**config.mk**
```make
export PLATFORM = sky130hd
export DESIGN_NAME = mac_pipe
export DESIGN_NICKNAME = d
export VERILOG_FILES = /design/src/rtl/mac_pkg.sv /design/src/rtl/mac_mul_stage.sv /design/src/rtl/mac_pipe.sv
export SDC_FILE = /design/constraint.sdc
export NUM_CORES = 1
export LEC_CHECK = 0
export BUFFER_PORTS_ARGS = -buffer_cell sky130_fd_sc_hd__buf_2
export CORE_MARGIN = 2
export CORE_UTILIZATION = 50
export CTS_CLUSTER_SIZE = 14
export DETAILED_ROUTE_END_ITERATION = 12
export GPL_ROUTABILITY_DRIVEN = 0
export HOLD_SLACK_MARGIN = 0.06
export PLACE_DENSITY = 0.76
export SYNTH_ARGS = -nofsm -noshare
export SYNTH_HDL_FRONTEND = slang
export SYNTH_SLANG_ARGS = --single-unit
```
**constraint.sdc**
```tcl
create_clock -name clk -period 7.72 [get_ports clk]
set_input_delay 0.772 -clock clk [delete_from_list [all_inputs] [get_ports clk]]
set_output_delay 0.772 -clock clk [all_outputs]
set_load 0.01 [all_outputs]
```
**src/rtl/mac_pkg.sv**
```systemverilog
// Shared definitions for the mac_pipe multiply-accumulate block:
// default widths and the FSM state encoding exported on the state port.
package mac_pkg;

    localparam int DEF_IN_W  = 8;
    localparam int DEF_ACC_W = 16;
    localparam int DEF_CNT_W = 8;

    // Encoding is visible on the state output, so values are fixed.
    typedef enum logic [1:0] {
        ST_IDLE = 2'd0,   // nothing accumulated since the last clear
        ST_ACC  = 2'd1,   // accumulating without carry
        ST_OVF  = 2'd2    // accumulator carried out; result frozen
    } state_t;

endpackage

```
**src/rtl/mac_mul_stage.sv**
```systemverilog
// Stage 1 of mac_pipe: registers the unsigned product of one operand
// pair together with its valid bit. A flush drops the held product.
module mac_mul_stage
    import mac_pkg::*;
#(
    parameter int IN_W = DEF_IN_W
) (
    input  logic              clk,
    input  logic              rst,
    input  logic              load,
    input  logic              flush,
    input  logic [IN_W-1:0]   op_a,
    input  logic [IN_W-1:0]   op_b,
    output logic [2*IN_W-1:0] product,
    output logic              valid
);

    // Valid bit: set on an accepted pair, dropped by reset or flush.
    // NOTE: state registers use non-blocking (<=) so every flop samples its
    // inputs from before the edge; blocking here would create ordering races.
    always_ff @(posedge clk) begin
        if (rst || flush) begin
            valid <= 1'b0;
        end else begin
            valid <= load;
        end
    end

    // Product register: loaded only on an accepted pair.
    // NOTE: datapath register deliberately has no reset; the valid bit alone
    // qualifies it, which keeps the reset net off the multiplier outputs.
    always_ff @(posedge clk) begin
        if (load) begin
            product <= {{IN_W{1'b0}}, op_a} * {{IN_W{1'b0}}, op_b};
        end
    end

endmodule

```
**src/rtl/mac_pipe.sv**
```systemverilog
// mac_pipe: two-stage unsigned multiply-accumulate.
//   stage 1 (mac_mul_stage) registers op_a*op_b on a handshake,
//   stage 2 adds the product into the accumulator, tracks a saturating
//   accumulation count and a sticky overflow flag.
// Build option: define MAC_SATURATE_EN to load all-ones into the
// accumulator on overflow instead of zero.
module mac_pipe
    import mac_pkg::*;
#(
    parameter int IN_W  = DEF_IN_W,
    parameter int ACC_W = DEF_ACC_W,   // must be >= 2*IN_W
    parameter int CNT_W = DEF_CNT_W
) (
    input  logic             clk,
    input  logic             rst,
    input  logic [IN_W-1:0]  op_a,
    input  logic [IN_W-1:0]  op_b,
    input  logic             in_valid,
    output logic             in_ready,
    input  logic             clr,
    input  logic             hold,
    output logic [ACC_W-1:0] acc_out,
    output logic             out_valid,
    output logic             overflow,
    output logic [CNT_W-1:0] count,
    output logic [1:0]       state
);

`ifdef MAC_SATURATE_EN
    localparam logic [ACC_W-1:0] OVF_LOAD = '1;
`else
    localparam logic [ACC_W-1:0] OVF_LOAD = '0;
`endif

    logic [2*IN_W-1:0] s1_product;
    logic              s1_valid;
    logic              accept;
    logic [ACC_W:0]    sum;
    state_t            state_q;

    // clr and hold both refuse new pairs; reset does too.
    assign in_ready = ~rst & ~clr & ~hold;
    assign accept   = in_valid & in_ready;

    mac_mul_stage #(
        .IN_W (IN_W)
    ) u_mul (
        .clk     (clk),
        .rst     (rst),
        .load    (accept),
        .flush   (clr),
        .op_a    (op_a),
        .op_b    (op_b),
        .product (s1_product),
        .valid   (s1_valid)
    );

    // One extra bit above the accumulator catches the carry-out.
    assign sum   = {1'b0, acc_out} + {{(ACC_W + 1 - 2*IN_W){1'b0}}, s1_product};
    assign state = state_q;

    // Stage 2: accumulate, count, detect overflow and step the FSM.
    always_ff @(posedge clk) begin
        if (rst || clr) begin
            acc_out   <= '0;
            out_valid <= 1'b0;
            overflow  <= 1'b0;
            count     <= '0;
            state_q   <= ST_IDLE;
        end else begin
            out_valid <= 1'b0;
            if (s1_valid && state_q != ST_OVF) begin
                out_valid <= 1'b1;
                if (count != '1) begin
                    count <= count + CNT_W'(1);
                end
                if (sum[ACC_W]) begin
                    acc_out  <= OVF_LOAD;
                    overflow <= 1'b1;
                    state_q  <= ST_OVF;
                end else begin
                    acc_out  <= sum[ACC_W-1:0];
                    state_q  <= ST_ACC;
                end
            end
        end
    end

endmodule

```
Word-level counts from Yosys, hierarchy flattened. Index checks and enable logic that the tools add are counted. Widths: inputs -> output; s select.

Multipliers: 1. Multiplexer cells: 3. Reductions and logical operators: 4. Equal/unequal tests: 2. Bitwise gates (word level): 6. Add/subtract/negate cells: 2.

Operators by type and width (number): $add 16x16->17 (1); $mul 8x8->16 (1); $mux 16 (1); $add 8x1->8 const B (1); $ne 8x8->1 const B (1); $reduce_and 2->1 (2); $and 1x1->1 (3); $not 1->1 (3); $mux 2 (1); $ne 2x2->1 const B (1); $logic_and 1x1->1 (1); $logic_or 1x1->1 (1); $mux 1 (1).

Input bits: 21. Output and inout port bits: 29. Logic and storage cells: 25. Register bits: 45.

Logic depth before layout (Yosys ltp).
Depth after elaboration: 4. Gate-level depth with buffers: 16. Mapped depth without buffers: 16.

By module. From an unflattened synthesis, not the netlist that was laid out.

Cells, all modules: 468. Area, all modules: 4416.7 um^2.

Modules (own cells, without submodules): mac_mul_stage (sequential area each 500.5 um^2, area each 2613.8 um^2, instances 1, cells each 261); mac_pipe (sequential area each 560.5 um^2, area each 1803.0 um^2, instances 1, cells each 207).

Least setup slack after synthesis. Ideal clock, no wire load.

Kind: in2reg. From: in op_b[7]. To: reg u_mul.product[14], data pin. Slack: 3.367 ns. Arrival time: 4.094 ns. Required time: 7.461 ns. Stages: 12. Setup time: 0.259 ns. Buffers on the path: 0. Path through: and2_1 -> fa_1 -> fa_1 -> fa_1 -> inv_1 -> fa_1 -> inv_1 -> ha_1 -> or2_2 -> a21o_1 -> o31a_1 -> xor2_1.

Cells in the longest elaborated chain, start to end: 1.

RTL lines: start: declaration (line mac_pipe.sv:17) `input logic [IN_W-1:0] op_b,`; $mul 8x8->16 (line mac_mul_stage.sv:34) `product <= {{IN_W{1'b0}}, op_a} * {{IN_W{1'b0}}, op_b};`; end signal: assignment (line mac_mul_stage.sv:34); end: declaration (line mac_mul_stage.sv:14) `output logic [2*IN_W-1:0] product,`.

No other way between the ends. A chain may end at the register's enable or synchronous reset.

Worst setup path in the final report.
From: in op_b[4]. To: reg u_mul.product[12], data pin.

Same word-level chain as after synthesis.

==> summary.md <==
| Metric | Value |
|---|---|
| Final Max Tran Viols | `0` |
| Wire length per cell | `14.3 µm` |
| Final setup margin | `between 3 and 4 ns` |
| Simple-gate area share of the yosys netlist | `between 20% and 30%` |
| Ys flop type | `dfxtp_1` |
| Compound-Gate Fraction of Synth Area | `15.0%` |
| Synth Area in XOR/XNOR | `4.12%` |
| Post-synthesis cell type count | `52` |
| Maxcap violations | `0` |
| Arr. time, crit path | `4.55 ns` |
| Post-route DRC | `0` |
| CP Capture Type | `flip-flop` |
| Global-route wire length before repair | `16.1 mm` |
| Clock net sink count | `45` |
| Row cnt | `34` |
| Final hold slack | `between 0.4 and 0.5 ns` |
| CTS tree | `built` |
| Clk_lat worst skew | `0.29 ns` |
| I/O pins | `50` |
| DP Cell Count | `640` |
| CTS clock-pin slew for the worst setup and hold paths | `0.08 ns` |
| CTS Buffer Depth | `2` |
| Tot Pwr | `0.956 mW` |
| Max-slew headroom | `46.1%` |
| Post-synth top cells | `and2_1 (53), ha_1 (53), inv_1 (52)` |
| Vert. Die Dim | `98.5 µm` |
| Fmax | `0.225 GHz` |
| Crit-path most repeated cell | `fa_1` |
| Total grt overflow | `0` |
| Setup_tns | `0 ns` |
| Core Util, Final | `between 50% and 60%` |
| Post-CTS Setup Inserts | `0` |
| Final Hold Viols | `0` |
| DR pass1 iterations | `4` |
| Non-filler cells, final | `about 650` |
| Dpl hpwl | `7.49 mm` |
| Share of layout cells above drive strength 1 | `12.2%` |
| HP Class | `reg -> reg` |
| Fraction of the mapped netlist area in adder cells | `31.4%` |
| Initial antenna violation count | `0` |
| CP cell instances | `buf_2 -> and2_1 -> fa_1 -> fa_1 -> inv_1 -> fa_1 -> fa_1 -> inv_1 -> ha_1 -> nor2b_1 -> o31a_1 -> o21a_1 -> o311ai_1` |
| Htree depth | `2` |
| CTS Hold Bufs | `0` |
| EDFF count, synth | `16` |
| Cts bufs inserted | `5` |
| GRT Total Usage | `between 10% and 20%` |
| Worst Max-Slew Pin Slew | `0.806 ns` |
| Combinational family with the most area after synthesis | `adder cells` |
| Area of the core | `a little under 9000 µm²` |
| Port bufs | `49` |
| Top-area cell type share of the netlist area | `approximately 17%` |
| Final #Nets | `650` |
| Synth Cell Area | `approximately 4500 µm²` |
| Period utilization | `57.6%` |
| Syn-to-layout area delta | `10.8%` |
| CTS resizes | `0` |
| Synth area leaders | `fa_1 (17%), ha_1 (15%), dfxtp_1 (13%)` |
| Initial DRC count | `162` |
| Ys async rst share | `0%` |
| CP Max Fanout | `8` |
| Outcome | `completed` |
| Sequential cell area fraction in the yosys report | `23.7%` |
| Critical Path Source Type | `input pin` |
| Die area | `about 9700 µm²` |
| Post-synthesis net count | `598` |
| Via count | `3618` |
| Design Area, Final | `4950 µm²` |
| Min Tclk post-route | `4.45 ns` |
| CTS root buf | `clkbuf_8` |
| Number of vias per cell | `5.58` |
| ANT nets after route | `0` |
| Crit Path Category | `in -> reg` |
| Die X | `98.5 µm` |
| Final wirelength | `9.27 mm` |
| Yosys warnings | `0` |
| Largest net degree at the start of global routing | `23` |
| Initial Util | `approximately half` |
| Area leader, netlist | `fa_1` |
| Syn avg cell area | `about 9 µm²` |
| Area of placed instances | `4830 µm²` |
| Slowest CP cell | `fa_1` |
| Buffers and inverters on the worst path | `3` |
| Leak pwr | `between 2 and 2.5 nW` |
| Mapped Cells | `487` |
| #FFs+latches synth | `45` |
| RSZ-0062 raised after global routing | `false` |
| Worst clock skew | `0.00372 ns` |
| CP required | `7.82 ns` |
| P per Cell Area | `193 nW/µm²` |
| Post-synthesis mux area share | `0.224%` |
| DP Worst Slack | `2.93 ns` |
| Antenna cells | `0` |
| Setup violators final | `0` |
| CP max stage delay | `0.55 ns` |
| Peak VDD IR | `0.0000897 V` |
| Vias in the first global route | `3517` |
| CP top delay family | `adder cells` |
## path summary, 6_finish.rpt
check                        start           endpoint  slack (ns)  cells past startpoint
hold reg to reg           overflow           overflow        0.46                      1
setup reg to reg  u_mul.product[0]        acc_out[10]        5.05                      8
setup / recovery           op_b[4]  u_mul.product[12]        3.27                     13
hold / removal            overflow           overflow        0.46                      1
## final cells by class
class / instances / area, µm²
multi-input cells: 384 / 3180
inverters: 52 / 195
flip-flops and latches: 45 / 1060
fillers: 801 / 3730
well taps: 108 / 135
clock inverters: 1 / 30.0
repair buffers: 51 / 260
clock buffers: 7 / 86.3
## cell usage in the layout (no fill, tap or decap), types with 6 or more instances in the layout
master	synthesis	layout
edfxtp_1	16	16
nor3_1	9	9
dfxtp_1	29	29
o21ai_0	11	11
fa_1	37	37
xnor2_1	8	8
inv_1	52	52
buf_2	1	49
nand2_1	41	41
xor2_1	13	13
o21a_1	8	8
a21o_1	12	12
clkbuf_8	0	6
nand3_1	15	15
a211oi_1	7	7
and2_1	53	53
a21oi_1	27	27
nor2_1	29	29
ha_1	53	53
## kinds of logic (layout without fill, tap and decap cells)
logic type	Yosys count	after routing
compound gates	96	96
xor+xnor	21	21
fa+ha+maj	90	90
buf+inv	58	111
flops	45	45
mux	1	1
simple gates	176	176
## registers in the layout (all words and copies together), names as in the netlist
| name | flops |
|---|---|
| u_mul.product | 16 |
| state | 2 |
| overflow | 1 |
| count | 8 |
| acc_out | 16 |
| u_mul.valid | 1 |
| out_valid | 1 |
## where the power goes
group / internal (mW) / leakage [nW] / total, mW / switching, mW
Combinational: 0.212 / 1.95 / 0.492 / 0.280
Clock: 0.106 / 0.0585 / 0.183 / 0.0772
Sequential: 0.277 / 0.376 / 0.281 / 0.00415
Total: 0.594 / 2.38 / 0.956 / 0.361
## metal layers
metal,up-vias,GRT usage (%),routed length (µm)
li1,1798,-,-
met1,1717,26.4,4120
met2,94,34.5,4620
met3,9,2.06,414
met4,0,4.32,108
met5,-,0,0
No activity file was read; power rests on OpenSTA's default activity.
